### src/rtl/tx_timer_pkg.sv
// Shared types and defaults for the TX bit/word/packet timer.
// The optional stuff-slot feature is enabled by defining TX_BIT_TIMER_STUFF_EN.
package tx_timer_pkg;

  typedef enum logic [1:0] {
    IDLE  = 2'd0,
    RUN   = 2'd1,
    STUFF = 2'd2
  } tx_state_e;

  localparam int unsigned DEF_BIT_CYCLES = 8;
  localparam int unsigned DEF_WORD_BITS  = 8;
  localparam int unsigned DEF_MAX_WORDS  = 64;

  // Counter width for values 0..n-1, never narrower than one bit.
  function automatic int unsigned cnt_w(input int unsigned n);
    return (n < 2) ? 1 : $clog2(n);
  endfunction

  localparam int unsigned DEF_CYC_W = cnt_w(DEF_BIT_CYCLES);
  localparam int unsigned DEF_BIT_W = cnt_w(DEF_WORD_BITS);
  localparam int unsigned DEF_WRD_W = cnt_w(DEF_MAX_WORDS);
  localparam int unsigned DEF_LEN_W = cnt_w(DEF_MAX_WORDS + 1);

endpackage

### src/rtl/flex_counter.sv
// Wrapping up-counter 0..rollover_val with synchronous clear and enable.
// rollover_flag marks the enabled cycle in which the count wraps to zero.
module flex_counter #(
  parameter int unsigned WIDTH = 4
) (
  input  logic             clk,
  input  logic             n_rst,
  input  logic             clear,
  input  logic             count_enable,
  input  logic [WIDTH-1:0] rollover_val,
  output logic [WIDTH-1:0] count_out,
  output logic             rollover_flag
);

  logic [WIDTH-1:0] count_q;
  logic [WIDTH-1:0] count_d;
  logic             at_top;

  assign at_top        = (count_q == rollover_val);
  assign rollover_flag = count_enable & at_top;
  assign count_out     = count_q;

  always_comb begin
    count_d = count_q;
    if (clear) begin
      count_d = '0;
    end else if (count_enable) begin
      count_d = at_top ? '0 : count_q + WIDTH'(1);
    end
  end

  always_ff @(posedge clk or negedge n_rst) begin
    if (!n_rst) begin
      count_q <= '0;
    end else begin
      count_q <= count_d;
    end
  end

endmodule

### src/rtl/tx_bit_timer.sv
// Bit/word/packet timer for the TX serialiser: one shift_en strobe per bit period.
// Define TX_BIT_TIMER_STUFF_EN to add the stuff_req/stuff_slot bit-stuff insertion.
module tx_bit_timer
  import tx_timer_pkg::*;
#(
  parameter int unsigned BIT_CYCLES = DEF_BIT_CYCLES,
  parameter int unsigned WORD_BITS  = DEF_WORD_BITS,
  parameter int unsigned MAX_WORDS  = DEF_MAX_WORDS
) (
  input  logic                                clk,
  input  logic                                n_rst,
  input  logic                                start,
  input  logic [cnt_w(MAX_WORDS + 1)-1:0]     word_count,
  input  logic                                pause,
  input  logic                                abort,
  output logic                                shift_en,
  output logic                                word_done,
  output logic                                packet_done,
  output logic                                busy,
  output logic [cnt_w(WORD_BITS)-1:0]         bit_idx,
  output logic [cnt_w(MAX_WORDS)-1:0]         word_idx,
`ifdef TX_BIT_TIMER_STUFF_EN
  input  logic                                stuff_req,
  output logic                                stuff_slot,
`endif
  output logic [1:0]                          dbg_state,
  output logic [cnt_w(BIT_CYCLES)-1:0]        dbg_cyc
);

  localparam int unsigned CYC_W = cnt_w(BIT_CYCLES);
  localparam int unsigned BIT_W = cnt_w(WORD_BITS);
  localparam int unsigned WRD_W = cnt_w(MAX_WORDS);
  localparam int unsigned LEN_W = cnt_w(MAX_WORDS + 1);

  localparam logic [CYC_W-1:0] CYC_LAST = CYC_W'(BIT_CYCLES - 1);
  localparam logic [BIT_W-1:0] BIT_LAST = BIT_W'(WORD_BITS - 1);
  localparam logic [LEN_W-1:0] LEN_MAX  = LEN_W'(MAX_WORDS);

  tx_state_e        state_q, state_d;
  logic [BIT_W-1:0] bit_q, bit_d;
  logic [WRD_W-1:0] word_q, word_d;
  logic [LEN_W-1:0] len_q, len_d;

  logic [CYC_W-1:0] cyc;
  logic             cyc_roll;
  logic             cyc_en;
  logic             cyc_clr;
  logic             tick;
  logic             last_bit;
  logic             last_word;
  logic [LEN_W-1:0] wc_len;

  // The divider runs in RUN and STUFF alike; pause freezes it mid-period.
  assign cyc_en  = (state_q != IDLE) & ~pause;
  assign cyc_clr = abort | (state_q == IDLE);

  flex_counter #(
    .WIDTH (CYC_W)
  ) u_cyc (
    .clk           (clk),
    .n_rst         (n_rst),
    .clear         (cyc_clr),
    .count_enable  (cyc_en),
    .rollover_val  (CYC_LAST),
    .count_out     (cyc),
    .rollover_flag (cyc_roll)
  );

  assign tick      = (state_q == RUN) & cyc_roll & ~abort;
  assign last_bit  = (bit_q == BIT_LAST);
  assign last_word = (LEN_W'(word_q) == (len_q - LEN_W'(1)));
  assign wc_len    = (word_count > LEN_MAX) ? LEN_MAX : word_count;

  assign shift_en    = tick;
  assign word_done   = tick & last_bit;
  assign packet_done = tick & last_bit & last_word;
  assign busy        = (state_q != IDLE);
  assign bit_idx     = bit_q;
  assign word_idx    = word_q;
  assign dbg_state   = state_q;
  assign dbg_cyc     = cyc;
`ifdef TX_BIT_TIMER_STUFF_EN
  assign stuff_slot  = (state_q == STUFF);
`endif

  always_comb begin
    state_d = state_q;
    bit_d   = bit_q;
    word_d  = word_q;
    len_d   = len_q;
    case (state_q)
      IDLE: begin
        if (start && (word_count != '0)) begin
          state_d = RUN;
          len_d   = wc_len;
        end
      end
      RUN: begin
        if (tick) begin
          if (last_bit && last_word) begin
            state_d = IDLE;
            bit_d   = '0;
            word_d  = '0;
            len_d   = '0;
          end else begin
            if (last_bit) begin
              bit_d  = '0;
              word_d = word_q + WRD_W'(1);
            end else begin
              bit_d  = bit_q + BIT_W'(1);
            end
`ifdef TX_BIT_TIMER_STUFF_EN
            if (stuff_req) begin
              state_d = STUFF;
            end
`endif
          end
        end
      end
`ifdef TX_BIT_TIMER_STUFF_EN
      // One full inserted bit period; bit and word indices hold.
      STUFF: begin
        if (cyc_roll) begin
          state_d = RUN;
        end
      end
`endif
      default: state_d = IDLE;
    endcase
    if (abort) begin
      state_d = IDLE;
      bit_d   = '0;
      word_d  = '0;
      len_d   = '0;
    end
  end

  always_ff @(posedge clk or negedge n_rst) begin
    if (!n_rst) begin
      state_q <= IDLE;
      bit_q   <= '0;
      word_q  <= '0;
      len_q   <= '0;
    end else begin
      state_q <= state_d;
      bit_q   <= bit_d;
      word_q  <= word_d;
      len_q   <= len_d;
    end
  end

endmodule

### config.mk
export PLATFORM = sky130hd
export DESIGN_NAME = tx_bit_timer
export DESIGN_NICKNAME = d
export VERILOG_FILES = /design/src/rtl/tx_timer_pkg.sv /design/src/rtl/flex_counter.sv /design/src/rtl/tx_bit_timer.sv
export SDC_FILE = /design/constraint.sdc
export NUM_CORES = 1
export LEC_CHECK = 0
export CORE_MARGIN = 2
export CORE_UTILIZATION = 49
export DETAILED_ROUTE_END_ITERATION = 8
export PLACE_DENSITY = 0.76
export SYNTH_ARGS = -nofsm -noshare
export SYNTH_HDL_FRONTEND = slang
export SYNTH_SLANG_ARGS = --single-unit
### constraint.sdc
create_clock -name clk -period 2.69 [get_ports clk]
set_input_delay 0.6725 -clock clk [delete_from_list [all_inputs] [get_ports clk]]
set_output_delay 0.6725 -clock clk [all_outputs]
set_load 0.02 [all_outputs]
==> impl_metrics.ini <==
[power]
intPower_uw = 413
combinationalPowerShare_pct = 19.6
swShare_pct = 27.8
fin_total_pwr_uw = 572
p_leak_uw = 0.000794
seqPwrFrac_pct = 54.9
power_density_nw_per_um2 = 321
peakVddDrop_v = 0.000308
clkPwrFrac_pct = 25.5
switching_power_uw = 159

[finish]
antennaDiodeCount = 0
area_delta_synth_final_pct = 41.0
final_util_pct = 72.7
final_nets = 204
final_layout_size_suffix_gt1_share_pct = 22.8

[worst_setup_path]
crit_slowest_cell = dfrtp_1
critical_path_class = flop to output port
crit_fanout = 2
cp-end-kind = output port
required_ns = 2.02
crit_cells = 8
startpoint_type = flop
cp_top_family = compound AO/OA/AOI/OAI gates
path_cells = inv_2 > ha_4 > xor2_1 > nand3_1 > a211oi_2 > o2111ai_4 > nor3_2 > buf_4
cpPeakStageDelay_ns = 0.38
cp.buffers_inverters = 2
arrival_ns = 1.98
r2r_cells = 10

[floorplan]
coreArea_um2 = 2450
io_pins = 30
die_x_um = 54.8
num_rows = 18
initial_core_util_pct = 51.6
dieArea_um2 = 3010
die_height_um = 54.8

[sta]
setup_ws_ns = 0.0326
fin_skew_ns = 0.00640
drv_slew = 0
rsz0062_at_grt = yes
finalCritPeriodShare_pct = 98.8
setup_viol = 0
worst_slew_pin_slew_ns = 0.667
min_period_ns = 2.66
relSlewSlack_pct = 55.3
fmax_mhz = 376
hold_viol = 0

[clock_network]
clk_latency_ns = 0.30
cts_buffers = 3
clk_pin_slew_ns = 0.12
cts_tree = done
cts-root-buf = clkbuf_4
htreeDepth = 1
clock-sinks = 20
cts_buffer_depth = 2

[route]
wirelength_um = 3040
drcViolationCount = 0
drt_iter0_markers = 23
vias = 1221
vias_per_cell = 5.71
antenna_left = 0
drt_first_pass_iters = 4
wl_per_cell_um = 14.2

[synthesis]
avgSynthCellArea_um2 = 9.45
synthesis.area_um2 = 1270
syn_inst = 134
ys_ff_latch = 20
yosysSeqAreaShare_pct = 39.5
synth.distinct_cells = 36
yosys_warnings = 0
syn_nets = 152

[global_route]
grt.overflow.total = 0
antenna_found_initial = 0
grt_pass1_wl_um = 5140
track_usage_pct = 23.4
grt_pass1_vias = 1217
grt_max_degree = 21

[run]
drv_cap = 0

[run_status]
status = completed

[hold_path]
min_path_type = flop to flop
hold_depth = 2

[place]
portBuffers = 28
place_ws_ns = -0.129
place_congestion = 0.853
dp_hpwl_um = 2360
## cell usage in the layout (no fill, tap or decap), types with 2 or more instances in the layout
| cell | synthesis | final |
|---|---|---|
| xor2_1 | 5 | 5 |
| clkbuf_4 | 0 | 3 |
| nor2b_1 | 3 | 3 |
| or2_2 | 2 | 2 |
| a32o_1 | 2 | 2 |
| dlygate4sd2_1 | 0 | 2 |
| a32oi_1 | 6 | 6 |
| o31ai_1 | 2 | 2 |
| clkdlybuf4s50_1 | 0 | 25 |
| nand2_1 | 17 | 17 |
| nor3_2 | 0 | 2 |
| buf_4 | 2 | 26 |
| nor3_1 | 4 | 2 |
| nand2b_1 | 4 | 4 |
| inv_2 | 0 | 2 |
| and2_1 | 2 | 2 |
| ha_1 | 6 | 5 |
| nand3_1 | 11 | 11 |
| xnor2_1 | 4 | 4 |
| a21oi_1 | 4 | 4 |
| nand4b_1 | 2 | 2 |
| o211ai_1 | 3 | 3 |
| o21ai_0 | 5 | 5 |
| nor2_1 | 9 | 9 |
| dfrtp_1 | 20 | 20 |
| mux2i_1 | 2 | 2 |
## flip-flops by register name, summed over array words and instances, names as in the netlist
| register | flops |
|---|---|
| word_idx | 6 |
| len_q | 7 |
| u_cyc.count_out | 3 |
| dbg_state | 1 |
| bit_idx | 3 |
## cell type report
cell class / instances / area, um^2
fillers: 200 / 669
flip-flops and latches: 20 / 500
repair buffers: 53 / 463
well taps: 30 / 37.5
inverters: 2 / 7.51
multi-input cells: 106 / 754
clock buffers: 3 / 22.5
## cell usage after synthesis, drive strengths merged
cell / count / share of area [%]
or4: 1 / 0.59
nand4b: 2 / 1.4
nand2b: 4 / 2.0
clkbuf: 2 / 0.59
buf: 4 / 2.0
nand3b: 1 / 0.59
nor2: 10 / 3.6
o211ai: 3 / 1.8
mux2i: 2 / 1.6
or2: 2 / 0.99
nand3: 11 / 4.3
a31oi: 2 / 0.99
xnor2: 4 / 2.8
nor2b: 3 / 1.5
a211oi: 2 / 1.6
o31ai: 2 / 1.2
xor2: 5 / 3.5
nand2: 17 / 5.0
inv: 2 / 0.59
ha: 6 / 5.9
dfrtp: 20 / 40
and2: 2 / 0.99
conb: 1 / 0.30
a32oi: 6 / 4.2
a21o: 1 / 0.69
o41ai: 1 / 2.2
a21oi: 4 / 1.6
o2111ai: 1 / 2.1
nor3: 4 / 1.6
nand4: 1 / 0.49
o21ai: 5 / 2.0
a32o: 2 / 1.6
and3: 1 / 0.49
## logic make-up after synthesis
group                      after synthesis  synth area share [%]
DFF                                     20                  39.5
adders and majority gates                6                  5.93
AOI/OAI and AO/OA                       29                  19.8
and+or+nand+nor                         59                  23.5
other                                    1                 0.296
buffers and inverters                    8                  3.16
xor gates and xnor gates                 9                  6.22
muxes                                    2                  1.58
## metal layers
layer	up-vias	global-route usage, %	part of all wire [%]
met5	-	0	0
met4	0	7.08	0.82
met3	4	2.19	4.8
met2	41	41.7	51
met1	585	29.5	43
li1	591	-	-
## through the flow
stage               area, um^2  std cells  TNS, ns  hold WS (ns)
floorplan                 1270        134        0         0.377
global placement          1730        210   -0.188         0.542
detailed placement        1730        210   -0.243         0.548
CTS                       1760        213        0         0.567
global route              1790        214  -0.0827         0.616
finish                    1790        214        0         0.568
## worst paths after layout
path                                         from                endpoint  slack (ns)
max                          len_q[0]$_DFFE_PN0P_             packet_done        0.03
min                        bit_idx[2]$_DFFE_PN0P_  bit_idx[2]$_DFFE_PN0P_        0.57
max reg2reg                  len_q[0]$_DFFE_PN0P_    len_q[6]$_DFFE_PN0P_        0.55
min reg2reg                bit_idx[2]$_DFFE_PN0P_  bit_idx[2]$_DFFE_PN0P_        0.57
max in group asynchronous                   n_rst    len_q[3]$_DFFE_PN0P_        1.78
min in group asynchronous                   n_rst    len_q[0]$_DFFE_PN0P_        0.70
## worst min-delay path: cells and delay by family (launching register included)
kind,cells,cell delay [ns]
DFF,1,0.42
and+or+nand+nor,1,0.07
AOI/OAI and AO/OA,1,0.06
## power by group through the flow
stage          Sequential [uW]  Combinational (uW)  Clock [uW]
3_3_place_gp               319                 105           0
4_1_cts                    314                 110         145
3_5_place_dp               320                 108           0
5_1_grt                    316                 122         154
6_report                   314                 112         146
2_1_floorplan              321                51.4           0
## timing repair
| item | 4_1_cts | 5_1_grt |
|---|---|---|
| hold buffers | 0 | 0 |
| gates resized for setup | 9 | 5 |
| setup endpoints to repair | 3 | 1 |
| setup buffers | 0 | 1 |
| gates cloned | 0 | 0 |
| pin swaps | 1 | 3 |
Note: power is estimated with default switching activity, not from simulation.
